**src/rtl/rs_dispatch_pkg.sv**
```systemverilog
// ============================================================================
// Module      : rs_dispatch_pkg
// Description : Shared constants for the dispatch router: station ids and
//               default widths.
// Revision    : 1.0 - initial release
// ============================================================================
`default_nettype none

package rs_dispatch_pkg;

  // Station ids of the existing execution units
  localparam int RS_ALU  = 0;
  localparam int RS_BRA  = 1;
  localparam int RS_LDST = 2;
  localparam int RS_MUL  = 3;

  // Default widths
  localparam int DEF_RS_ID_W  = 2;
  localparam int DEF_DATA_W   = 64;
  localparam int DEF_CREDIT_W = 4;

endpackage

`default_nettype wire

```
**src/rtl/rs_credit_ctr.sv**
```systemverilog
// ============================================================================
// Module      : rs_credit_ctr
// Description : Free-entry credit counter for one reservation station.
//               Reloads to RS_DEPTH on reset/flush, saturates at RS_DEPTH
//               and flags a return that would overflow it.
// Revision    : 1.0 - initial release
// ============================================================================
`default_nettype none

module rs_credit_ctr #(
  parameter int CREDIT_W = 4,
  parameter int RS_DEPTH = 8
) (
  input  logic                clk,
  input  logic                reset,
  input  logic                flush,
  input  logic                dec,
  input  logic                inc,
  output logic [CREDIT_W-1:0] count,
  output logic                overflow
);

  localparam logic [CREDIT_W-1:0] C_DEPTH = CREDIT_W'(RS_DEPTH);

  logic [CREDIT_W-1:0] r_count;

  assign count = r_count;

  // A lone return against a full station is a protocol error; flush drops it
  assign overflow = inc & ~dec & ~flush & (r_count == C_DEPTH);

  // Credit state: reload, then net change of dec/inc with saturation at depth
  always_ff @(posedge clk) begin
    if (reset || flush) begin
      r_count <= C_DEPTH;
    end else if (dec && !inc) begin
      r_count <= r_count - 1'b1;
    end else if (inc && !dec && (r_count != C_DEPTH)) begin
      r_count <= r_count + 1'b1;
    end
  end

endmodule

`default_nettype wire

```
**src/rtl/rs_dispatch_router.sv**
```systemverilog
// ============================================================================
// Module      : rs_dispatch_router
// Description : Registered, credit flow-controlled, flushable dispatch from
//               decode to NUM_RS reservation stations.
//               Optional macro RS_DISPATCH_SKID_EN adds a one-entry input skid
//               so in_ready no longer depends on the target station's credit.
// Revision    : 1.0 - initial release
// ============================================================================
`default_nettype none

module rs_dispatch_router
  import rs_dispatch_pkg::*;
#(
  parameter int NUM_RS   = 4,
  parameter int RS_ID_W  = DEF_RS_ID_W,
  parameter int DATA_W   = DEF_DATA_W,
  parameter int RS_DEPTH = 8,
  parameter int CREDIT_W = DEF_CREDIT_W
) (
  input  logic                       clk,
  input  logic                       reset,
  input  logic                       flush,
  input  logic                       in_valid,
  output logic                       in_ready,
  input  logic [RS_ID_W-1:0]         in_rs_id,
  input  logic [DATA_W-1:0]          in_data,
  output logic [NUM_RS-1:0]          out_valid,
  output logic [DATA_W-1:0]          out_data,
  input  logic [NUM_RS-1:0]          credit_ret,
  output logic [NUM_RS*CREDIT_W-1:0] credit,
  output logic                       err
);

  localparam int               C_ID_SPACE = 1 << RS_ID_W;
  localparam logic [RS_ID_W:0] C_NUM_RS   = (RS_ID_W+1)'(NUM_RS);

  logic [CREDIT_W-1:0]   w_count [NUM_RS];
  logic [NUM_RS-1:0]     w_overflow;
  logic [NUM_RS-1:0]     w_onehot;
  logic [C_ID_SPACE-1:0] w_nz_ext;     // credit != 0, zero-padded over the id space

  logic                  w_cand_valid; // instruction presented for dispatch this cycle
  logic [RS_ID_W-1:0]    w_cand_id;
  logic [DATA_W-1:0]     w_cand_data;
  logic                  w_cand_id_ok;
  logic                  w_dispatch;
  logic                  w_drop;

  logic [NUM_RS-1:0]     r_out_valid;
  logic [DATA_W-1:0]     r_out_data;
  logic                  r_err;

  // Per-station "has credit" view indexable by any id; unused ids read as 0
  always_comb begin
    w_nz_ext = '0;
    for (int i = 0; i < NUM_RS; i++) begin
      w_nz_ext[i] = (w_count[i] != '0);
    end
  end

`ifdef RS_DISPATCH_SKID_EN
  logic               r_skid_valid;
  logic [RS_ID_W-1:0] r_skid_id;
  logic [DATA_W-1:0]  r_skid_data;
  logic               w_accept;
  logic               w_park;

  assign in_ready     = ~r_skid_valid & ~flush;
  assign w_accept     = in_valid & in_ready;
  // A parked instruction always goes first; the input is closed while it waits
  assign w_cand_valid = (r_skid_valid | w_accept) & ~flush;
  assign w_cand_id    = r_skid_valid ? r_skid_id   : in_rs_id;
  assign w_cand_data  = r_skid_valid ? r_skid_data : in_data;
  assign w_park       = w_cand_valid & w_cand_id_ok & ~w_nz_ext[w_cand_id];

  // Hold an instruction whose station is full until a credit returns
  always_ff @(posedge clk) begin
    if (reset) begin
      r_skid_valid <= 1'b0;
      r_skid_id    <= '0;
      r_skid_data  <= '0;
    end else if (flush) begin
      r_skid_valid <= 1'b0;
    end else begin
      r_skid_valid <= w_park;
      if (w_park) begin
        r_skid_id   <= w_cand_id;
        r_skid_data <= w_cand_data;
      end
    end
  end
`else
  // Unknown ids are always accepted (then dropped) so decode cannot stall on them
  assign in_ready     = ~flush & (~w_cand_id_ok | w_nz_ext[in_rs_id]);
  assign w_cand_valid = in_valid & in_ready;
  assign w_cand_id    = in_rs_id;
  assign w_cand_data  = in_data;
`endif

  assign w_cand_id_ok = ({1'b0, w_cand_id} < C_NUM_RS);
  assign w_dispatch   = w_cand_valid & w_cand_id_ok & w_nz_ext[w_cand_id];
  assign w_drop       = w_cand_valid & ~w_cand_id_ok;

  // One-hot station strobe for the instruction dispatched this cycle
  always_comb begin
    w_onehot = '0;
    for (int i = 0; i < NUM_RS; i++) begin
      w_onehot[i] = w_dispatch & (w_cand_id == RS_ID_W'(i));
    end
  end

  for (genvar i = 0; i < NUM_RS; i++) begin : g_station
    rs_credit_ctr #(
      .CREDIT_W (CREDIT_W),
      .RS_DEPTH (RS_DEPTH)
    ) u_ctr (
      .clk      (clk),
      .reset    (reset),
      .flush    (flush),
      .dec      (w_onehot[i]),
      .inc      (credit_ret[i]),
      .count    (w_count[i]),
      .overflow (w_overflow[i])
    );
    assign credit[i*CREDIT_W +: CREDIT_W] = w_count[i];
  end

  // Registered station write port and sticky error flag
  always_ff @(posedge clk) begin
    if (reset) begin
      r_out_valid <= '0;
      r_out_data  <= '0;
      r_err       <= 1'b0;
    end else begin
      r_out_valid <= flush ? '0 : w_onehot;
      if (w_dispatch && !flush) begin
        r_out_data <= w_cand_data;
      end
      if (w_drop || (|w_overflow)) begin
        r_err <= 1'b1;
      end
    end
  end

  assign out_valid = r_out_valid;
  assign out_data  = r_out_data;
  assign err       = r_err;

endmodule

`default_nettype wire
```
**config.mk**
```make
export PLATFORM = sky130hd
export DESIGN_NAME = rs_dispatch_router
export DESIGN_NICKNAME = d
export VERILOG_FILES = /design/src/rtl/rs_dispatch_pkg.sv /design/src/rtl/rs_credit_ctr.sv /design/src/rtl/rs_dispatch_router.sv
export SDC_FILE = /design/constraint.sdc
export NUM_CORES = 1
export LEC_CHECK = 0
export BUFFER_PORTS_ARGS = -buffer_cell sky130_fd_sc_hd__clkbuf_2
export CORE_MARGIN = 8
export CORE_UTILIZATION = 40
export CTS_BUF_LIST = sky130_fd_sc_hd__clkbuf_8
export DETAILED_ROUTE_END_ITERATION = 10
export GPL_ROUTABILITY_DRIVEN = 0
export PLACE_DENSITY = 0.67
export SKIP_LAST_GASP = 1
export SLEW_MARGIN = 40
export SYNTH_ARGS = -nofsm -noshare
export SYNTH_HDL_FRONTEND = slang
export SYNTH_HIERARCHICAL = 1
export SYNTH_SLANG_ARGS = --single-unit
```
**constraint.sdc**
```tcl
create_clock -name clk -period 5.3 [get_ports clk]
set_input_delay 0.53 -clock clk [delete_from_list [all_inputs] [get_ports clk]]
set_output_delay 0.53 -clock clk [all_outputs]
set_load 0.01 [all_outputs]
```
==> out/metrics.cfg, run 1 <==
[critical_path]
path_class = flop to flop
worst-path-stages = 12
critPathSlowestCell = buf_4
crit_path_max_fanout = 44
critPathLaunchType = flop
cp_slowest_stage_delay_ns = 0.60
crit_family = simple AND/OR/NAND/NOR gates
crit_buf_inv = 1
crit_chain = nor4_1, nand3b_1, nand4_1, nor3b_4, buf_4, and3b_1, nand2b_1, xnor2_1, ha_1, nor4b_1, a31oi_1, mux2i_1
required_ns = 5.54
endpoint_kind = flop
reg2regPathDepth = 12
cp.arrival_ns = 3.48

[floorplan]
start_util_pct = 40.9
fp-row-count = 37
die_area_um2 = 14100
chipHeight_um = 119
dieWidth_um = 119
boundaryPins = 160
core_um2 = 10300

[timing]
timing.fmax_ghz = 0.309
setup_slack_ns = 2.06
hold_violations = 0
fin_crit_sh_pct = 61.1
slew_violations = 0
tns_ns = 0
period_minus_slack_ns = 3.24
finClkSkew_ns = 0.0123
setup_viol = 0
worstMarginPinSlew_ns = 0.729
slew_headroom_pct = 51.4
grt_setup_unrepaired = false

[synth]
ys_ff_latch = 85
yosysTopAreaCellShare_pct = 40.5
yosys.area.top_type = dfxtp_1
synth_cell_types = 32
synth_seq_area_share_pct = 40.5
yosys_warnings = 6
syn_area_um2 = 4210
synth.avg_cell_area_um2 = 9.74
synthTopCellsByArea = dfxtp_1 (40%), nand2b_1 (20%), mux2i_1 (17%), buf_6 (2.4%), nand4_1 (1.3%)
synthesis.nets = 510
syn_inst = 432

[clock_tree]
htree_levels = 3
cts.reportedPaths.clkPinSlew_ns = 0.09
clock_sinks = 85
clockRootBuffer = clkbuf_8
cts_buffer_depth = 2
cts_setup_buffers = 0
postCtsResizedCells = 0
clock_latency_ns = 0.36
cts_tree = built
cts_buffers = 9
hold_buffers = 0

[global_routing]
global_route.usage.total_pct = 14.8
grt_overflow = 0
antenna_found_initial = 0
grt_pass1_vias = 3697
grt_max_degree = 75
grt_pass1_wl_um = 17500

[drt]
met3_length_um = 784
drc = 0
top_layer = met4
drtIter0Drc = 144
finalWirelength_um = 10600
postRouteAntennaNets = 0
drt_pass1_iterations = 4
via_count = 3541
met1_length_um = 4570
dr_wl_met2_um = 4990
viasPerCell = 4.90
routedWlPerCell_um = 14.6

[finish]
nFillCells = 985
n_antenna_cell = 0
syn_to_final_growth_pct = 24.6
layout_common_cells = clkbuf_2 (158), nand2b_1 (136), dfxtp_1 (85)
fin_util_pct = 51.0
final_common_cell = clkbuf_2
nets = 660
drive_above_1_share_pct = 32.0

[placement]
dp_worst_setup_slack_ns = 1.86
io_buffers = 159
dp_hpwl_um = 7910

[pwr]
power_density_nw_per_um2 = 249
net-switching-power_uw = 351
p_comb_share_pct = 14.0
swShare_pct = 26.8
p_clk_share_pct = 33.9
p_total_uw = 1310
ir_drop_uv = 122
power_frac_seq_pct = 52.2
p_int_uw = 957
leakagePower_uw = 0.00231

[run]
drv_cap = 0

[hold_path]
min_path_type = primary input to flop
min_delay_path_depth = 3

[run_status]
status = finished, final reports clean

==> stage by stage <==
step | hold WS (ns) | instance area [um^2] | cells
4_1_cts | 0.379 | 5240 | 723
2_1_floorplan | 0.493 | 4210 | 432
5_1_grt | 0.386 | 5240 | 723
6_report | 0.403 | 5240 | 723
3_5_place_dp | 0.467 | 5050 | 707
3_3_place_gp | 0.458 | 5050 | 707
==> sequential cells by signal (all words and copies together), names as in the netlist <==
signal                 flops
g_station.u_ctr/count     16
out_valid                  4
out_data                  64
err                        1
==> metal layers <==
metal	global-route usage [%]	vias up
met3	4.81	14
met2	24.6	112
met4	7.59	0
li1	-	1775
met5	0	-
met1	16.8	1640
==> path summary, 6_finish.rpt <==
kind	slack, ns	endpoint	startpoint
max	2.06	g_station[1].u_ctr/count[2]	g_station[1].u_ctr/count[1]
min	0.40	out_data[42]	in_data[42]
max reg2reg	2.06	g_station[1].u_ctr/count[2]	g_station[1].u_ctr/count[1]
min reg2reg	0.48	out_data[44]	out_data[44]
==> layout make-up <==
cell class | instances | area [um^2] | area share (%)
Clock buffer | 11 | 151 | 2.89
Multi-Input combinational cell | 324 | 2360 | 45.0
Clock inverter | 5 | 41.3 | 0.788
Sequential cell | 85 | 1700 | 32.5
Tap cell | 136 | 170 | 3.25
Timing Repair Buffer | 162 | 821 | 15.7
==> synth_stat cells <==
cell / count
and3b_1: 2
nand3b_1: 3
clkbuf_1: 14
a21boi_0: 4
or3_2: 4
mux2i_1: 72
dfxtp_1: 85
nor2b_1: 4
nor4b_1: 4
nor3b_2: 1
and4_1: 1
o2bb2ai_1: 4
a31oi_1: 4
nand4_1: 9
o21ai_0: 8
and4b_1: 2
ha_1: 4
and2_1: 5
nand2b_1: 136
nand2_1: 9
xnor2_1: 4
or4b_4: 4
a21oi_1: 1
buf_6: 9
nor2_1: 12
nand3_1: 4
nor4b_2: 1
nor4_1: 3
nor3_1: 9
nor3b_1: 4
and3_1: 2
or3_1: 4
==> power groups by stage <==
stage / clock network [uW] / registers [uW] / logic, uW
2_1_floorplan: 0 / 707 / 99.3
3_3_place_gp: 0 / 696 / 182
3_5_place_dp: 0 / 697 / 186
4_1_cts: 465 / 683 / 186
5_1_grt: 492 / 686 / 202
6_report: 443 / 682 / 182
==> logic make-up after synthesis <==
group | after synthesis | synth area share, %
AOI/OAI and AO/OA | 21 | 3.21
DFF | 85 | 40.5
adders and majority gates | 4 | 1.19
and+or+nand+nor | 223 | 33.5
xor gates and xnor gates | 4 | 0.833
buffers and inverters | 23 | 3.66
muxes | 72 | 17.1
==> worst min-delay path, stage by stage <==
cell      delay [ns]
clkbuf_2        0.08
nand2b_1        0.05
mux2i_1         0.06
Note: power is estimated with default switching activity, not from simulation.
==> run 2, diff against run 1 <==
clock period = 3.37 ns   (was 5.3 ns; I/O delays follow)
==> run 2 against run 1 <==
Routed wire length shrank 0.45%; clock skew shrank 0.0016 ns; power grew 52%.
==> out/metrics.cfg, run 2 (synthesized netlist as in run 1, its figures left out) <==
[timing]
worstMarginPinSlew_ns = 0.623
timing.fmax_ghz = 0.384
slew_violations = 0
tns_ns = 0
slew_headroom_pct = 58.5
setup_viol = 0
grt_setup_unrepaired = false
fin_crit_sh_pct = 77.3
setup_slack_ns = 0.764
hold_violations = 0
finClkSkew_ns = 0.0107
period_minus_slack_ns = 2.61

[global_routing]
grt_pass1_vias = 3612
grt_pass1_wl_um = 17600
busiest_layer = met2
met2_usage_pct = 24.9
antenna_found_initial = 0
grt_overflow = 0
global_route.usage.total_pct = 15.0
met1_usage_pct = 17.4
grt_max_degree = 57
grtUsageMet3_pct = 4.76

[critical_path]
reg2regPathDepth = 11
critPathSlowestCell = dfxtp_1
crit_buf_inv = 0
crit_chain = nor4_1, nand3b_1, nand4_1, nor3b_4, and3b_1, nand2b_1, xnor2_1, ha_1, nor4b_1, a31oi_1, mux2i_1
required_ns = 3.61
endpoint_kind = flop
r2r_setup_slack_ns = 0.76
cp_slowest_stage_delay_ns = 0.49
regToRegEndpoint = g_station[1].u_ctr/count[2]
crit_path_max_fanout = 8
r2r-start = g_station[1].u_ctr/count[1]
critPathLaunchType = flop
cp.arrival_ns = 2.84
path_class = flop to flop
crit_family = simple AND/OR/NAND/NOR gates

[run_status]
status = finished, final reports clean

[placement]
dp_hpwl_um = 7820
dpl_cell_area_um2 = 5050
io_buffers = 159
dp_worst_setup_slack_ns = 0.717

[clock_tree]
clock_latency_ns = 0.35
postCtsResizedCells = 0
cts.reportedPaths.clkPinSlew_ns = 0.09
hold_buffers = 0
cts_buffer_depth = 2
htree_levels = 3
clockRootBuffer = clkbuf_8
cts_buffers = 9
cts_tree = built
cts_setup_buffers = 0
clock_sinks = 85

[pwr]
leakagePower_uw = 0.00231
power_density_nw_per_um2 = 381
p_total_uw = 1990
ir_drop_uv = 173

[finish]
nets = 661
drive_above_1_share_pct = 31.8
largest_reg_flops = 64
n_antenna_cell = 0
syn_to_final_growth_pct = 24.2
layout_common_cells = clkbuf_2 (158), nand2b_1 (136), dfxtp_1 (85)
final_common_cell = clkbuf_2
final_area_um2 = 5220

[drt]
drt_pass1_iterations = 4
postRouteAntennaNets = 0
finalWirelength_um = 10500
drtIter0Drc = 164
via_count = 3509
drc = 0
routedWlPerCell_um = 14.5
viasPerCell = 4.85

[floorplan]
start_util_pct = 40.9
boundaryPins = 160
fp-row-count = 37
dieWidth_um = 119
core_um2 = 10300
chipHeight_um = 119
die_area_um2 = 14100

[hold_path]
min_path_type = primary input to flop
min_delay_path_depth = 3
whs_endpoint = out_data[5]
hold_start = in_data[5]

[run]
drv_cap = 0

-- run 2: cell count changes in the layout (fill, tap and decap cells not counted), sizes merged --
| cell | change |
|---|---|
| clkbuf | -2 |
| buf | +1 |
| clkinvlp | +1 |
| inv | +1 |
-- run 2: worst reg2reg max path: cells and delay by family, from the launching register on --
kind            cells  cell delay, ns
flops               1            0.49
simple gates        7            1.43
compound gates      1            0.09
fa+ha+maj           1            0.20
mux                 1            0.12
xor+xnor            1            0.16
-- run 2: metrics by stage --
| stage | utilization [%] | hold WS [ns] | std cells |
|---|---|---|---|
| finish | 50.8 | 0.218 | 724 |
| detailed placement | 49.2 | 0.460 | 708 |
| floorplan | - | 0.492 | 432 |
| global placement | 49.2 | 0.457 | 708 |
| CTS | 50.8 | 0.190 | 724 |
| global route | 50.8 | 0.199 | 724 |
-- run 2: where the power goes --
part / internal [uW] / switching [uW]
logic: 143 / 145
clock network: 264 / 369
registers: 1050 / 24.1
-- run 2: worst max-delay path by stage --
stage	cells after the start	end	startpoint
2_1_floorplan	13	g_station[2].u_ctr/count[2]	g_station[1].u_ctr/count[1]
3_3_place_gp	12	g_station[1].u_ctr/count[2]	in_rs_id[1]
3_5_place_dp	12	g_station[3].u_ctr/count[2]	in_rs_id[1]
4_1_cts	11	g_station[3].u_ctr/count[2]	g_station[1].u_ctr/count[1]
5_1_grt	11	g_station[3].u_ctr/count[2]	g_station[0].u_ctr/count[1]
6_report	11	g_station[1].u_ctr/count[2]	g_station[1].u_ctr/count[1]
-- run 2: metal layers --
metal  share of wire [%]  up-vias  wire [um]
met4                 1.8        0        187
met5                   0        -          0
met1                  45     1607       4690
met3                 7.1       12        743
met2                  47      107       4890
li1                    -     1783          -
-- run 2: layout make-up --
cell class	instances	area (um^2)
Fill cell	1021	5050
Multi-Input combinational cell	324	2360
Sequential cell	85	1700
Timing Repair Buffer	163	826
Tap cell	136	170
Clock buffer	9	124
Clock inverter	7	43.8
